`config.mk`:
```
export PLATFORM = sky130hd
export DESIGN_NAME = uart_rx
export DESIGN_NICKNAME = d
export VERILOG_FILES = /design/src/rtl/uart_rx.sv
export SDC_FILE = /design/constraint.sdc
export NUM_CORES = 1
export LEC_CHECK = 0
export CORE_ASPECT_RATIO = 0.5
export CORE_UTILIZATION = 55
export DETAILED_ROUTE_END_ITERATION = 8
export GPL_ROUTABILITY_DRIVEN = 0
export PLACE_DENSITY = 0.75
export REMOVE_ABC_BUFFERS = 1
export SYNTH_ARGS = -nofsm -noshare
export SYNTH_HDL_FRONTEND = slang
export SYNTH_SLANG_ARGS = --single-unit
export TNS_END_PERCENT = 10
```
`constraint.sdc`:
```
create_clock -name clk -period 4.25 [get_ports clk]
set_input_delay 0.85 -clock clk [delete_from_list [all_inputs] [get_ports clk]]
set_output_delay 0.85 -clock clk [all_outputs]
set_load 0.01 [all_outputs]
```
`src/rtl/uart_rx.sv`:
```
// uart_rx: 8N1 UART receiver for the core clock domain.
// The asynchronous rxd line is synchronised, each frame is sampled at its
// bit centres, and the received byte is held in a one-entry valid/ready
// output register. Framing errors and overruns are reported as one-cycle pulses.
module uart_rx #(
  parameter int CLK_HZ = 50000000,
  parameter int BAUD   = 115200
) (
  input  logic       clk,
  input  logic       reset,
  input  logic       rxd,
  output logic [7:0] rx_data,
  output logic       rx_valid,
  input  logic       rx_ready,
  output logic       frame_err,
  output logic       overrun,
  output logic       busy
);

  localparam int CLKS_PER_BIT = CLK_HZ / BAUD;
  localparam int CNT_W        = (CLKS_PER_BIT > 1) ? $clog2(CLKS_PER_BIT) : 1;

  // The half-bit load lands the start-bit sample, and therefore every later
  // sample, near the centre of its bit.
  localparam logic [CNT_W-1:0] HALF_LOAD = CNT_W'(CLKS_PER_BIT / 2 - 1);
  localparam logic [CNT_W-1:0] FULL_LOAD = CNT_W'(CLKS_PER_BIT - 1);

  typedef enum logic [2:0] {
    S_IDLE,
    S_START,
    S_DATA,
    S_STOP,
    S_BREAK
  } state_t;

  state_t           state_q, state_d;
  logic             sync1_q, sync2_q;
  logic [CNT_W-1:0] cnt_q, cnt_d;
  logic [2:0]       idx_q, idx_d;
  logic [7:0]       shift_q, shift_d;
  logic [7:0]       data_q, data_d;
  logic             valid_q, valid_d;
  logic             ferr_q, ferr_d;
  logic             ovr_q, ovr_d;

  logic rxd_s;
  logic tick;

  assign rxd_s = sync2_q;
  assign tick  = (cnt_q == '0);

  // Two-flop synchroniser; reset to the idle-high line level.
  always_ff @(posedge clk or posedge reset) begin
    if (reset) begin
      sync1_q <= 1'b1;
      sync2_q <= 1'b1;
    end else begin
      sync1_q <= rxd;
      sync2_q <= sync1_q;
    end
  end

  // State, timing and output registers.
  always_ff @(posedge clk or posedge reset) begin
    if (reset) begin
      state_q <= S_IDLE;
      cnt_q   <= '0;
      idx_q   <= '0;
      shift_q <= '0;
      data_q  <= '0;
      valid_q <= 1'b0;
      ferr_q  <= 1'b0;
      ovr_q   <= 1'b0;
    end else begin
      state_q <= state_d;
      cnt_q   <= cnt_d;
      idx_q   <= idx_d;
      shift_q <= shift_d;
      data_q  <= data_d;
      valid_q <= valid_d;
      ferr_q  <= ferr_d;
      ovr_q   <= ovr_d;
    end
  end

  // Frame sequencing and the valid/ready handoff. A consume is applied first
  // so that a delivery in the same cycle overrides it, keeping rx_valid high.
  always_comb begin
    state_d = state_q;
    cnt_d   = cnt_q;
    idx_d   = idx_q;
    shift_d = shift_q;
    data_d  = data_q;
    valid_d = valid_q;
    ferr_d  = 1'b0;
    ovr_d   = 1'b0;

    if (valid_q && rx_ready) begin
      valid_d = 1'b0;
    end

    case (state_q)
      S_IDLE: begin
        if (!rxd_s) begin
          cnt_d   = HALF_LOAD;
          state_d = S_START;
        end
      end

      S_START: begin
        if (tick) begin
          if (!rxd_s) begin
            cnt_d   = FULL_LOAD;
            idx_d   = '0;
            state_d = S_DATA;
          end else begin
            state_d = S_IDLE;
          end
        end else begin
          cnt_d = cnt_q - CNT_W'(1);
        end
      end

      S_DATA: begin
        if (tick) begin
          shift_d = {rxd_s, shift_q[7:1]};
          cnt_d   = FULL_LOAD;
          idx_d   = idx_q + 3'd1;
          if (idx_q == 3'd7) begin
            state_d = S_STOP;
          end
        end else begin
          cnt_d = cnt_q - CNT_W'(1);
        end
      end

      S_STOP: begin
        if (tick) begin
          if (rxd_s) begin
            if (!valid_q || rx_ready) begin
              data_d  = shift_q;
              valid_d = 1'b1;
            end else begin
              ovr_d = 1'b1;
            end
            state_d = S_IDLE;
          end else begin
            ferr_d  = 1'b1;
            state_d = S_BREAK;
          end
        end else begin
          cnt_d = cnt_q - CNT_W'(1);
        end
      end

      S_BREAK: begin
        if (rxd_s) begin
          state_d = S_IDLE;
        end
      end

      default: begin
        state_d = S_IDLE;
      end
    endcase
  end

  assign rx_data   = data_q;
  assign rx_valid  = valid_q;
  assign frame_err = ferr_q;
  assign overrun   = ovr_q;
  assign busy      = (state_q != S_IDLE);

endmodule

```
After elaboration in Yosys (flattened, before gate mapping)

Index checks and enable logic that the tools add are counted.

Register bits after elaboration: 36
Bits in latches: 0
Memory bits (writable): 0
ROM bits: 0
Input port bits: 4
Output and inout bits: 12
Word-level logic and storage cells: 70
Memories: 0

Add/sub/neg operators: 2
Multipliers: 0
Divide/modulo/power cells: 0
Order comparisons: 0
Equality and inequality tests: 14
Shifts and indexed selects: 0
Muxes and demuxes: 31
Bitwise operators: 0
Reductions and logical operators: 13

Operators by type and width:

| cell                                                                | number |
|---|---|
| 9-bit 2-to-1 mux                                                    | 5 |
| 9-bit case mux with 4 select lines                                  | 1 |
| 3-bit 2-to-1 mux                                                    | 10 |
| 2-bit != test (second input constant)                               | 8 |
| 3-bit case mux with 5 select lines                                  | 1 |
| 1-bit 2-to-1 mux                                                    | 12 |
| 4-bit AND reduction                                                 | 3 |
| 9-bit zero test                                                     | 1 |
| 9-bit by 1-bit subtractor with 9-bit output (second input constant) | 1 |
| 3-bit by 2-bit == test with 1-bit output (second input constant)    | 2 |
| 3-bit == test (second input constant)                               | 2 |
| 3-bit case mux with 2 select lines                                  | 1 |
| 6-bit AND reduction                                                 | 1 |
| 4-bit nonzero test                                                  | 1 |
| 3-bit by 1-bit adder with 3-bit output (second input constant)      | 1 |
| 3-bit by 1-bit == test with 1-bit output (second input constant)    | 1 |
| 3-bit zero test                                                     | 1 |
| 3-bit != test (second input constant)                               | 1 |
| 3-bit nonzero test                                                  | 1 |
| 2-bit 2-to-1 mux                                                    | 1 |
| 2-bit AND reduction                                                 | 1 |
| 2-bit nonzero test                                                  | 1 |
| 1-bit logical AND                                                   | 1 |
| 1-bit zero test                                                     | 1 |
| 1-bit logical OR                                                    | 1 |

Logic depth before layout (Yosys ltp)

Gate-level depths: netlist of run 1.

Depth after elaboration: 6
Mapped depth: 6
Depth with buffers taken out: 6

Least setup slack after synthesis of run 1

No wires, ideal clock.

Kind: flip-flop to flip-flop
From: reg cnt_q[0]
To: reg data_q[0] (netlist: rx_data[0])
Setup time: 125 ps
Arrival time: 1865 ps
Data required time: 4125 ps
Setup slack: 2260 ps
Stages on the path, launching flop included: 7
Path buffers: 0
Period minus slack after synthesis: 1990 ps
Cells stage by stage: dfrtp_1 inv_1 ha_1 nor4b_4 nand2_2 nor3_4 mux2_2

Word-level cells in the longest chain between the ends: 2

Ends and longest elaborated chain:

| item                                 | line | RTL |
|---|---|---|
| start: declaration                   | 38   | `logic [CNT_W-1:0] cnt_q, cnt_d;` |
| start signal: assignment             | 76   | `cnt_q <= cnt_d;` |
| 9-bit zero test                      | 50   | `assign tick = (cnt_q == '0);` |
| 4-bit AND reduction (no source line) | --   |  |
| end signal: assignment               | 79   | `data_q <= data_d;` |
| end: declaration                     | 41   | `logic [7:0] data_q, data_d;` |

No other way between the ends.
A chain may end at the register's enable or synchronous reset.

Final worst setup path of run 1

From: reg state_q[0]
To: out busy

Word-level cells in the longest chain between the ends: 1

Ends and longest elaborated chain:

| item                     | line | RTL |
|---|---|---|
| start: declaration       | 36   | `state_t state_q, state_d;` |
| start signal: assignment | 75   | `state_q <= state_d;` |
| 3-bit nonzero test       | 172  | `assign busy = (state_q != S_IDLE);` |
| end: declaration         | 17   | `output logic busy` |

No other way between the ends.

==> results of run 1 <==
## synth_stat cells, drive strengths merged, types with 2 or more instances
cell type  number
a2111oi         2
a21o            2
a21oi           6
a22oi           2
a2bb2oi         2
a31oi           7
a41oi           3
buf             3
clkbuf          4
dfrtp          34
dfstp           2
ha              4
inv            13
mux2           17
nand2          13
nand3           4
nor2           11
nor3            2
nor3b           2
nor4            2
o211ai          3
o21ai           2
o22ai           4
or3             2
or4             3
## through the flow
stage               hold slack, ns  setup slack [ns]  utilization [%]  power, µW
floorplan                    0.345              2.26                -        359
detailed placement           0.348              1.68             65.8        365
global route                 0.365              1.21             68.8        633
finish                       0.357              1.35             68.8        612
global placement             0.347              1.73             65.8        365
CTS                          0.358              1.37             68.8        617
## critical path, cell delays in order (launching register included)
cell             delay (ns)
dfrtp_1                0.57
nor2_1                 0.59
nand2_1                0.11
clkdlybuf4s50_1        0.50
## cell usage in the layout, fill, tap and decap left out, types with 3 or more instances in the layout
| cell | n |
|---|---|
| dfrtp_1 | 34 |
| mux2_2 | 17 |
| clkdlybuf4s50_1 | 15 |
| inv_1 | 13 |
| nand2_1 | 12 |
| nor2_1 | 10 |
| a31oi_1 | 7 |
| a21oi_1 | 6 |
| clkbuf_8 | 6 |
| nand3_1 | 4 |
| ha_1 | 4 |
| a41oi_1 | 3 |
| o22ai_1 | 3 |
## area by class of cell
| class | instances | area, µm² |
|---|---|---|
| sequential | 36 | 903 |
| clock buffer | 7 | 86.3 |
| clock inverter | 1 | 7.51 |
| tap | 40 | 50.0 |
| timing repair buffer | 16 | 158 |
| fill | 249 | 973 |
| multi-input combinational | 111 | 891 |
| inverter | 13 | 48.8 |
## path summary, 6_finish.rpt
check	startpoint	end	slack (ns)	cells past startpoint
max	state_q[0]$_DFFE_PP0P_	busy	1.35	3
min	sync1_q$_DFF_PP1_	rxd_s$_DFF_PP1_	0.36	0
max reg2reg	cnt_q[0]$_DFFE_PP0P_	rx_data[5]$_DFFE_PP0P_	1.88	6
min reg2reg	sync1_q$_DFF_PP1_	rxd_s$_DFF_PP1_	0.36	0
max in group asynchronous	reset	shift_q[2]$_DFFE_PP0P_	2.75	3
min in group asynchronous	reset	rx_data[3]$_DFFE_PP0P_	0.82	2
## sequential cells by signal, indices dropped and copies added (netlist names)
| signal | flops |
|---|---|
| cnt_q | 9 |
| frame_err | 1 |
| idx_q | 3 |
| overrun | 1 |
| rx_data | 8 |
| rx_valid | 1 |
| rxd_s | 1 |
| shift_q | 8 |
| state_q | 3 |
| sync1_q | 1 |
## per-layer routing
metal | part of all wire, % | track usage (%) | wire [µm]
met1 | 49 | 33.0 | 1820
met2 | 46 | 37.6 | 1720
met3 | 5.3 | 7.00 | 200
met4 | 0.21 | 3.05 | 8
met5 | 0 | 0 | 0
## where the power goes
group	switching (µW)	total [µW]	leakage (µW)	internal [µW]
combinational	8.95	12.5	0.000446	3.51
clock	122	253	0.0000445	132
sequential	1.44	346	0.000478	344
total	132	612	0.000969	479
## logic make-up (layout without fill, tap and decap cells)
| kind of cell | Yosys count | after routing |
|---|---|---|
| DFF | 36 | 36 |
| and+or+nand+nor | 46 | 46 |
| AOI/OAI and AO/OA | 43 | 43 |
| buffers and inverters | 20 | 37 |
| adders and majority gates | 4 | 4 |
| muxes | 18 | 18 |
==> impl_metrics.env, run 1 <==
export IMPL_status="complete, no violations"
export IMPL_yosys_area_share_simple_pct=16.5
export IMPL_slew_viol_final=0
export IMPL_fmaxAchievable_mhz=345
export IMPL_cts_inserted_buffers=5
export IMPL_syn2layout_area_growth_pct=14.2
export IMPL_die_h_um=43.3
export IMPL_fin_crit_sh_pct=68.3
export IMPL_dp_hpwl_mm=2.56
export IMPL_place_inst=216
export IMPL_drtPass1Iterations=4
export IMPL_antenna_found_initial=0
export IMPL_synth_top_family_by_area="compound AO/OA/AOI/OAI gates"
export IMPL_synth_compound_area_share_pct=17.5
export IMPL_io_pins=16
export IMPL_clk_latency_ns=0.28
export IMPL_peakVddDrop_uv=202
export IMPL_clockRootBuffer="clkbuf_8"
export IMPL_cts_setup_buffers=0
export IMPL_ctsResizeCount=0
export IMPL_synth_edf_count=0
export IMPL_postCtsHoldBufs=0
export IMPL_fin_cells=224
export IMPL_max_clock_path_buffers=2
export IMPL_hold_path_class="reg -> reg"
export IMPL_n_antenna_cell=0
export IMPL_drt_initial_drc_count=187
export IMPL_detail_route_drc_violations=0
export IMPL_core_um2=3120
export IMPL_critPathArrivalTime_ns=2.05
export IMPL_ys_seq_area_share_pct=48.1
export IMPL_placed_cell_area_um2=2050
export IMPL_grt_pass1_wl_mm=6.47
export IMPL_synth_area_mux_share_pct=10.7
export IMPL_via_count=1386
export IMPL_ys_flop_type="dfrtp_1"
export IMPL_cts_tree="built"
export IMPL_ys_top_cells_by_area="dfrtp_1, mux2_2, dfstp_2"
export IMPL_ys_ff_latch=36
export IMPL_layout_drive_gt1_share_pct=20.7
export IMPL_tns_ns=0
export IMPL_rows=14
export IMPL_grt_start_max_net_pins=29
export IMPL_tightest_slew_ns=0.672
export IMPL_critPathMaxFanout=16
export IMPL_port_buffers=15
export IMPL_start_kind="flop"
export IMPL_yosysWarnings=0
export IMPL_synth_top_area_share_pct=45.3
export IMPL_worstSetupPathType="reg -> out"
export IMPL_die_area_um2=3670
export IMPL_synth_cell_type_count=52
export IMPL_grt_remaining_overflow=0
export IMPL_grt_setup_unrepaired="false"
export IMPL_stdcell_area_um2=2140
export IMPL_path_clk_slew_ns=0.07
export IMPL_dieWidth_um=84.6
export IMPL_grt_pass1_vias=1309
export IMPL_htreeDepth=2
export IMPL_fin_crit_ns=2.90
export IMPL_wl_per_cell_um=16.7
export IMPL_yosys_area_share_xor_xnor_pct=0
export IMPL_setup_viol=0
export IMPL_p_leak_uw=0.000969
export IMPL_synth_area_um2=1880
export IMPL_endpoint_kind="primary output"
export IMPL_critical_path_required_ns=3.40
export IMPL_synth_avg_cell_area_um2=11.2
export IMPL_hold_viol=0
export IMPL_nets=191
export IMPL_maxSlewHeadroom_pct=54.7
export IMPL_synthCells=167
export IMPL_cts_num_sinks=36
export IMPL_ant_nets=0
export IMPL_avgViaCountPerCell=6.19
export IMPL_powerDensity_nw_per_um2=285
export IMPL_synth_async_reset_ratio_pct=100
export IMPL_routed_wl_mm=3.74
export IMPL_fin_skew_ns=0.00663
export IMPL_synth_adder_area_share_pct=2.66
export IMPL_grt_usage_pct=23.4
export IMPL_initial_utilization_pct=60.2
export IMPL_max_cap_violations=0
export IMPL_synth_top_area_cell="dfrtp_1"
Note: power is estimated with default switching activity, not from simulation.
==> run 2: changes to the inputs <==
--- a/config.mk
+++ b/config.mk
@@ -6,10 +6,10 @@
 export NUM_CORES = 1
 export LEC_CHECK = 0
 export CORE_ASPECT_RATIO = 0.5
-export CORE_UTILIZATION = 55
+export CORE_UTILIZATION = 51
 export DETAILED_ROUTE_END_ITERATION = 8
 export GPL_ROUTABILITY_DRIVEN = 0
-export PLACE_DENSITY = 0.75
+export PLACE_DENSITY = 0.73
 export REMOVE_ABC_BUFFERS = 1
 export SYNTH_ARGS = -nofsm -noshare
 export SYNTH_HDL_FRONTEND = slang
==> constraint.sdc (replaced) <==
create_clock -name clk -period 2.4 [get_ports clk]
set_input_delay 0.48 -clock clk [delete_from_list [all_inputs] [get_ports clk]]
set_output_delay 0.48 -clock clk [all_outputs]
set_load 0.01 [all_outputs]
==> impl_metrics.env, run 2 (synthesis results as in run 1) <==
export IMPL_layout_common_cells="dfrtp_1, mux2_2, clkdlybuf4s50_1"
export IMPL_die_area_um2=3940
export IMPL_grt_start_max_net_pins=37
export IMPL_place_inst=233
export IMPL_htreeDepth=2
export IMPL_ant_nets=0
export IMPL_routed_wl_mm=3.78
export IMPL_setup_viol=0
export IMPL_avgViaCountPerCell=5.78
export IMPL_status="complete, no violations"
export IMPL_initial_utilization_pct=54.1
export IMPL_tightest_slew_ns=0.675
export IMPL_peakVddDrop_uv=385
export IMPL_final_util_pct=63.9
export IMPL_syn2layout_area_growth_pct=18.1
export IMPL_max_cap_violations=0
export IMPL_grt_usage_pct=22.2
export IMPL_hold_path_class="reg -> reg"
export IMPL_fin_skew_ns=0.00595
export IMPL_critPathMaxFanout=8
export IMPL_layout_drive_gt1_share_pct=23.2
export IMPL_n_antenna_cell=0
export IMPL_critPathArrivalTime_ns=2.43
export IMPL_postCtsHoldBufs=0
export IMPL_dp_slack_ns=0.186
export IMPL_cts_tree="built"
export IMPL_dp_hpwl_mm=2.67
export IMPL_drtPass1Iterations=4
export IMPL_io_pins=16
export IMPL_core_um2=3470
export IMPL_tns_ns=0
export IMPL_via_count=1394
export IMPL_worstSetupPathType="reg -> reg"
export IMPL_largest_register="cnt_q"
export IMPL_ctsResizeCount=0
export IMPL_critical_path_required_ns=2.58
export IMPL_grt_pass1_vias=1275
export IMPL_dieWidth_um=87.8
export IMPL_start_kind="flop"
export IMPL_grt_pass1_wl_mm=6.24
export IMPL_powerDensity_nw_per_um2=527
export IMPL_slew_viol_final=0
export IMPL_cts_setup_buffers=0
export IMPL_multiInputGateArea_um2=891
export IMPL_fin_crit_ns=2.25
export IMPL_final_common_cell="dfrtp_1"
export IMPL_fin_ws_ns=0.148
export IMPL_stdcell_area_um2=2220
export IMPL_detail_route_drc_violations=0
export IMPL_p_leak_uw=0.00101
export IMPL_wl_per_cell_um=15.7
export IMPL_antenna_found_initial=0
export IMPL_clockRootBuffer="clkbuf_8"
export IMPL_nets=197
export IMPL_fmaxAchievable_mhz=444
export IMPL_fin_cells=241
export IMPL_maxSlewHeadroom_pct=54.5
export IMPL_cts_num_sinks=36
export IMPL_path_clk_slew_ns=0.07
export IMPL_register_area_um2=903
export IMPL_fillerInstances=288
export IMPL_fin_crit_sh_pct=93.8
export IMPL_drt_initial_drc_count=81
export IMPL_clk_latency_ns=0.29
export IMPL_placed_cell_area_um2=2110
export IMPL_grt_remaining_overflow=0
export IMPL_largest_reg_flops=9
export IMPL_hold_viol=0
export IMPL_port_buffers=15
export IMPL_cts_inserted_buffers=5
export IMPL_endpoint_kind="flop"
export IMPL_max_clock_path_buffers=2
export IMPL_rows=15
export IMPL_die_h_um=44.9
export IMPL_grt_setup_unrepaired="false"
run 2: report_power, final:
| part | internal [µW] | total (µW) | switching, µW |
|---|---|---|---|
| sequential | 609 | 612 | 2.64 |
| clock | 308 | 535 | 226 |
| combinational | 6.27 | 22.3 | 16.0 |
run 2: critical path: stages (launching register included):
cell and delay, ns:
dfrtp_1 0.44, inv_1 0.15, ha_1 0.17, nor4b_4 0.39, nand2_2 0.15, nor3_4 0.44
mux2_2 0.39
run 2: path summary, 6_finish.rpt:
check	slack, ns	from	endpoint	cells past startpoint
min in group asynchronous	0.58	reset	rx_data[3]$_DFFE_PP0P_	3
max	0.15	cnt_q[0]$_DFFE_PP0P_	rx_data[5]$_DFFE_PP0P_	6
max in group asynchronous	1.45	reset	rxd_s$_DFF_PP1_	3
max reg2reg	0.15	cnt_q[0]$_DFFE_PP0P_	rx_data[5]$_DFFE_PP0P_	6
min reg2reg	0.36	sync1_q$_DFF_PP1_	rxd_s$_DFF_PP1_	0
min	0.36	sync1_q$_DFF_PP1_	rxd_s$_DFF_PP1_	0
run 2: routing by layer:
layer | global-route usage (%) | vias to the layer above | wire length [µm]
met4 | 12.1 | 0 | 89
met2 | 31.8 | 43 | 1670
met5 | 0 | - | 0
met3 | 6.58 | 10 | 195
met1 | 30.5 | 669 | 1830
li1 | - | 672 | -
run 2: area by class of cell:
type	count	area share (%)
repair buffers	22	9.14
clock inverters	2	1.58
multi-input cells	111	40.2
inverters	13	2.20
flip-flops and latches	36	40.7
clock buffers	6	3.27
well taps	51	2.88
run 2: through the flow:
step	hold WS, ns	power (µW)
after detailed placement	0.347	647
after global placement	0.345	647
final	0.359	1170
after global routing	0.359	1210
after floorplan	0.345	635
after CTS	0.358	1180
==> run 3: changes to the inputs <==
--- a/config.mk
+++ b/config.mk
@@ -9,6 +9,7 @@
 export CORE_UTILIZATION = 51
 export DETAILED_ROUTE_END_ITERATION = 8
 export GPL_ROUTABILITY_DRIVEN = 0
+export MAX_ROUTING_LAYER = met4
 export PLACE_DENSITY = 0.73
 export REMOVE_ABC_BUFFERS = 1
 export SYNTH_ARGS = -nofsm -noshare
==> impl_metrics.env, run 3 (synthesis results as in run 1) <==
export IMPL_final_common_cell="dfrtp_1"
export IMPL_p_leak_uw=0.00101
export IMPL_via_count=1407
export IMPL_max_clock_path_buffers=2
export IMPL_grt_start_max_net_pins=37
export IMPL_fin_ws_ns=0.161
export IMPL_register_area_um2=903
export IMPL_grtUsageMet3_pct=6.03
export IMPL_grt_busiest_layer="met2"
export IMPL_syn2layout_area_growth_pct=18.1
export IMPL_io_pins=16
export IMPL_gr_usage_met2_pct=31.8
export IMPL_ctsResizeCount=0
export IMPL_hold_path_startpoint="sync1_q$_DFF_PP1_"
export IMPL_grt_pass1_vias=1277
export IMPL_largest_reg_flops=9
export IMPL_largest_register="cnt_q"
export IMPL_core_um2=3470
export IMPL_maxSlewHeadroom_pct=54.6
export IMPL_power_internal_uw=924
export IMPL_initial_utilization_pct=54.1
export IMPL_powerDensity_nw_per_um2=527
export IMPL_layout_drive_gt1_share_pct=23.2
export IMPL_peakVddDrop_uv=386
export IMPL_worstSetupPathType="reg -> reg"
export IMPL_wl_per_cell_um=15.7
export IMPL_hold_viol=0
export IMPL_rr_startpoint="cnt_q[0]$_DFFE_PP0P_"
export IMPL_avgViaCountPerCell=5.84
export IMPL_tightest_slew_ns=0.674
export IMPL_hold_path_class="reg -> reg"
export IMPL_endpoint_kind="flop"
export IMPL_critPathArrivalTime_ns=2.42
export IMPL_p_comb_share_pct=1.9
export IMPL_worstHoldPathCells=0
export IMPL_rows=15
export IMPL_max_cap_violations=0
export IMPL_met1_usage_pct=30.5
export IMPL_dieWidth_um=87.8
export IMPL_critPathMaxFanout=8
export IMPL_fin_crit_ns=2.24
export IMPL_slew_viol_final=0
export IMPL_postCtsHoldBufs=0
export IMPL_routed_wl_mm=3.77
export IMPL_layout_common_cells="dfrtp_1, mux2_2, clkdlybuf4s50_1"
export IMPL_clk_latency_ns=0.30
export IMPL_setup_viol=0
export IMPL_port_buffers=15
export IMPL_dp_hpwl_mm=2.67
export IMPL_nets=197
export IMPL_worst_r2r_endpoint="rx_data[5]$_DFFE_PP0P_"
export IMPL_clockRootBuffer="clkbuf_8"
export IMPL_drtPass1Iterations=4
export IMPL_fin_crit_sh_pct=93.3
export IMPL_status="complete, no violations"
export IMPL_detail_route_drc_violations=0
export IMPL_multiInputGateArea_um2=891
export IMPL_grt_setup_unrepaired="false"
export IMPL_htreeDepth=2
export IMPL_fin_skew_ns=0.00824
export IMPL_grt_pass1_wl_mm=6.22
export IMPL_drt_initial_drc_count=78
export IMPL_grt_remaining_overflow=0
export IMPL_path_clk_slew_ns=0.07
export IMPL_fillerInstances=288
export IMPL_fmaxAchievable_mhz=447
export IMPL_die_area_um2=3940
export IMPL_antenna_found_initial=0
export IMPL_cts_inserted_buffers=5
export IMPL_critical_path_required_ns=2.58
export IMPL_cts_num_sinks=36
export IMPL_final_util_pct=63.9
export IMPL_power_frac_seq_pct=52.4
export IMPL_start_kind="flop"
export IMPL_cts_tree="built"
export IMPL_n_antenna_cell=0
export IMPL_ant_nets=0
export IMPL_swShare_pct=20.9
export IMPL_cts_setup_buffers=0
export IMPL_tns_ns=0
export IMPL_r2r_cells=6
export IMPL_clockPowerShare_pct=45.7
export IMPL_die_h_um=44.9
export IMPL_grt_usage_pct=22.8
export IMPL_dp_slack_ns=0.186
export IMPL_reg2reg_slack_ns=0.16
export IMPL_p_switching_uw=244
export IMPL_holdPathEnd="rxd_s$_DFF_PP1_"
-- run 3: cell counts in the layout (fill, tap and decap cells not counted) --
Identical to the previous run, type by type.
-- run 3: how the worst max path moves through the flow --
| stage | from | to | slack, ns | cells past startpoint |
|---|---|---|---|---|
| finish | cnt_q[0]$_DFFE_PP0P_ | rx_data[5]$_DFFE_PP0P_ | 0.16 | 6 |
| global route | cnt_q[0]$_DFFE_PP0P_ | idx_q[0]$_DFFE_PP0P_ | 0.04 | 6 |
| CTS | cnt_q[0]$_DFFE_PP0P_ | rx_data[5]$_DFFE_PP0P_ | 0.16 | 6 |
| detailed placement | cnt_q[0]$_DFFE_PP0P_ | rx_data[3]$_DFFE_PP0P_ | 0.19 | 6 |
| global placement | cnt_q[0]$_DFFE_PP0P_ | rx_data[2]$_DFFE_PP0P_ | 0.24 | 6 |
| floorplan | cnt_q[0]$_DFFE_PP0P_ | rx_data[0]$_DFFE_PP0P_ | 0.41 | 6 |
-- run 3: layout make-up --
type	count	area share, %
Multi-Input combinational cell	111	40.2
Clock buffer	6	3.27
Tap cell	51	2.88
Inverter	13	2.20
Sequential cell	36	40.7
Timing Repair Buffer	22	9.14
Clock inverter	2	1.58
-- run 3: metal layers --
layer	share of wire (%)	up-vias
met3	4.8	11
met2	44	41
met1	49	679
met4	2.4	0
li1	-	676
met5	0	-
-- run 3: metrics by stage --
step / area (µm²) / instances / hold WS, ns / power [µW]
floorplan: 1840 / 160 / 0.345 / 635
global placement: 2110 / 233 / 0.345 / 647
detailed placement: 2110 / 233 / 0.347 / 647
CTS: 2220 / 241 / 0.358 / 1180
global route: 2220 / 241 / 0.359 / 1200
finish: 2220 / 241 / 0.357 / 1170
-- run 3: power by group through the flow --
stage,combinational (µW),sequential (µW),clock [µW]
after floorplan,12.4,623,0
after global placement,23.0,624,0
after detailed placement,22.8,624,0
after CTS,22.9,612,549
after global routing,25.8,612,566
final,22.2,612,534
-- run 3: worst max-delay path, stage by stage (launching register included) --
cell     delay (ns)
dfrtp_1        0.44
inv_1          0.15
ha_1           0.17
nor4b_4        0.39
nand2_2        0.15
nor3_4         0.44
mux2_2         0.39
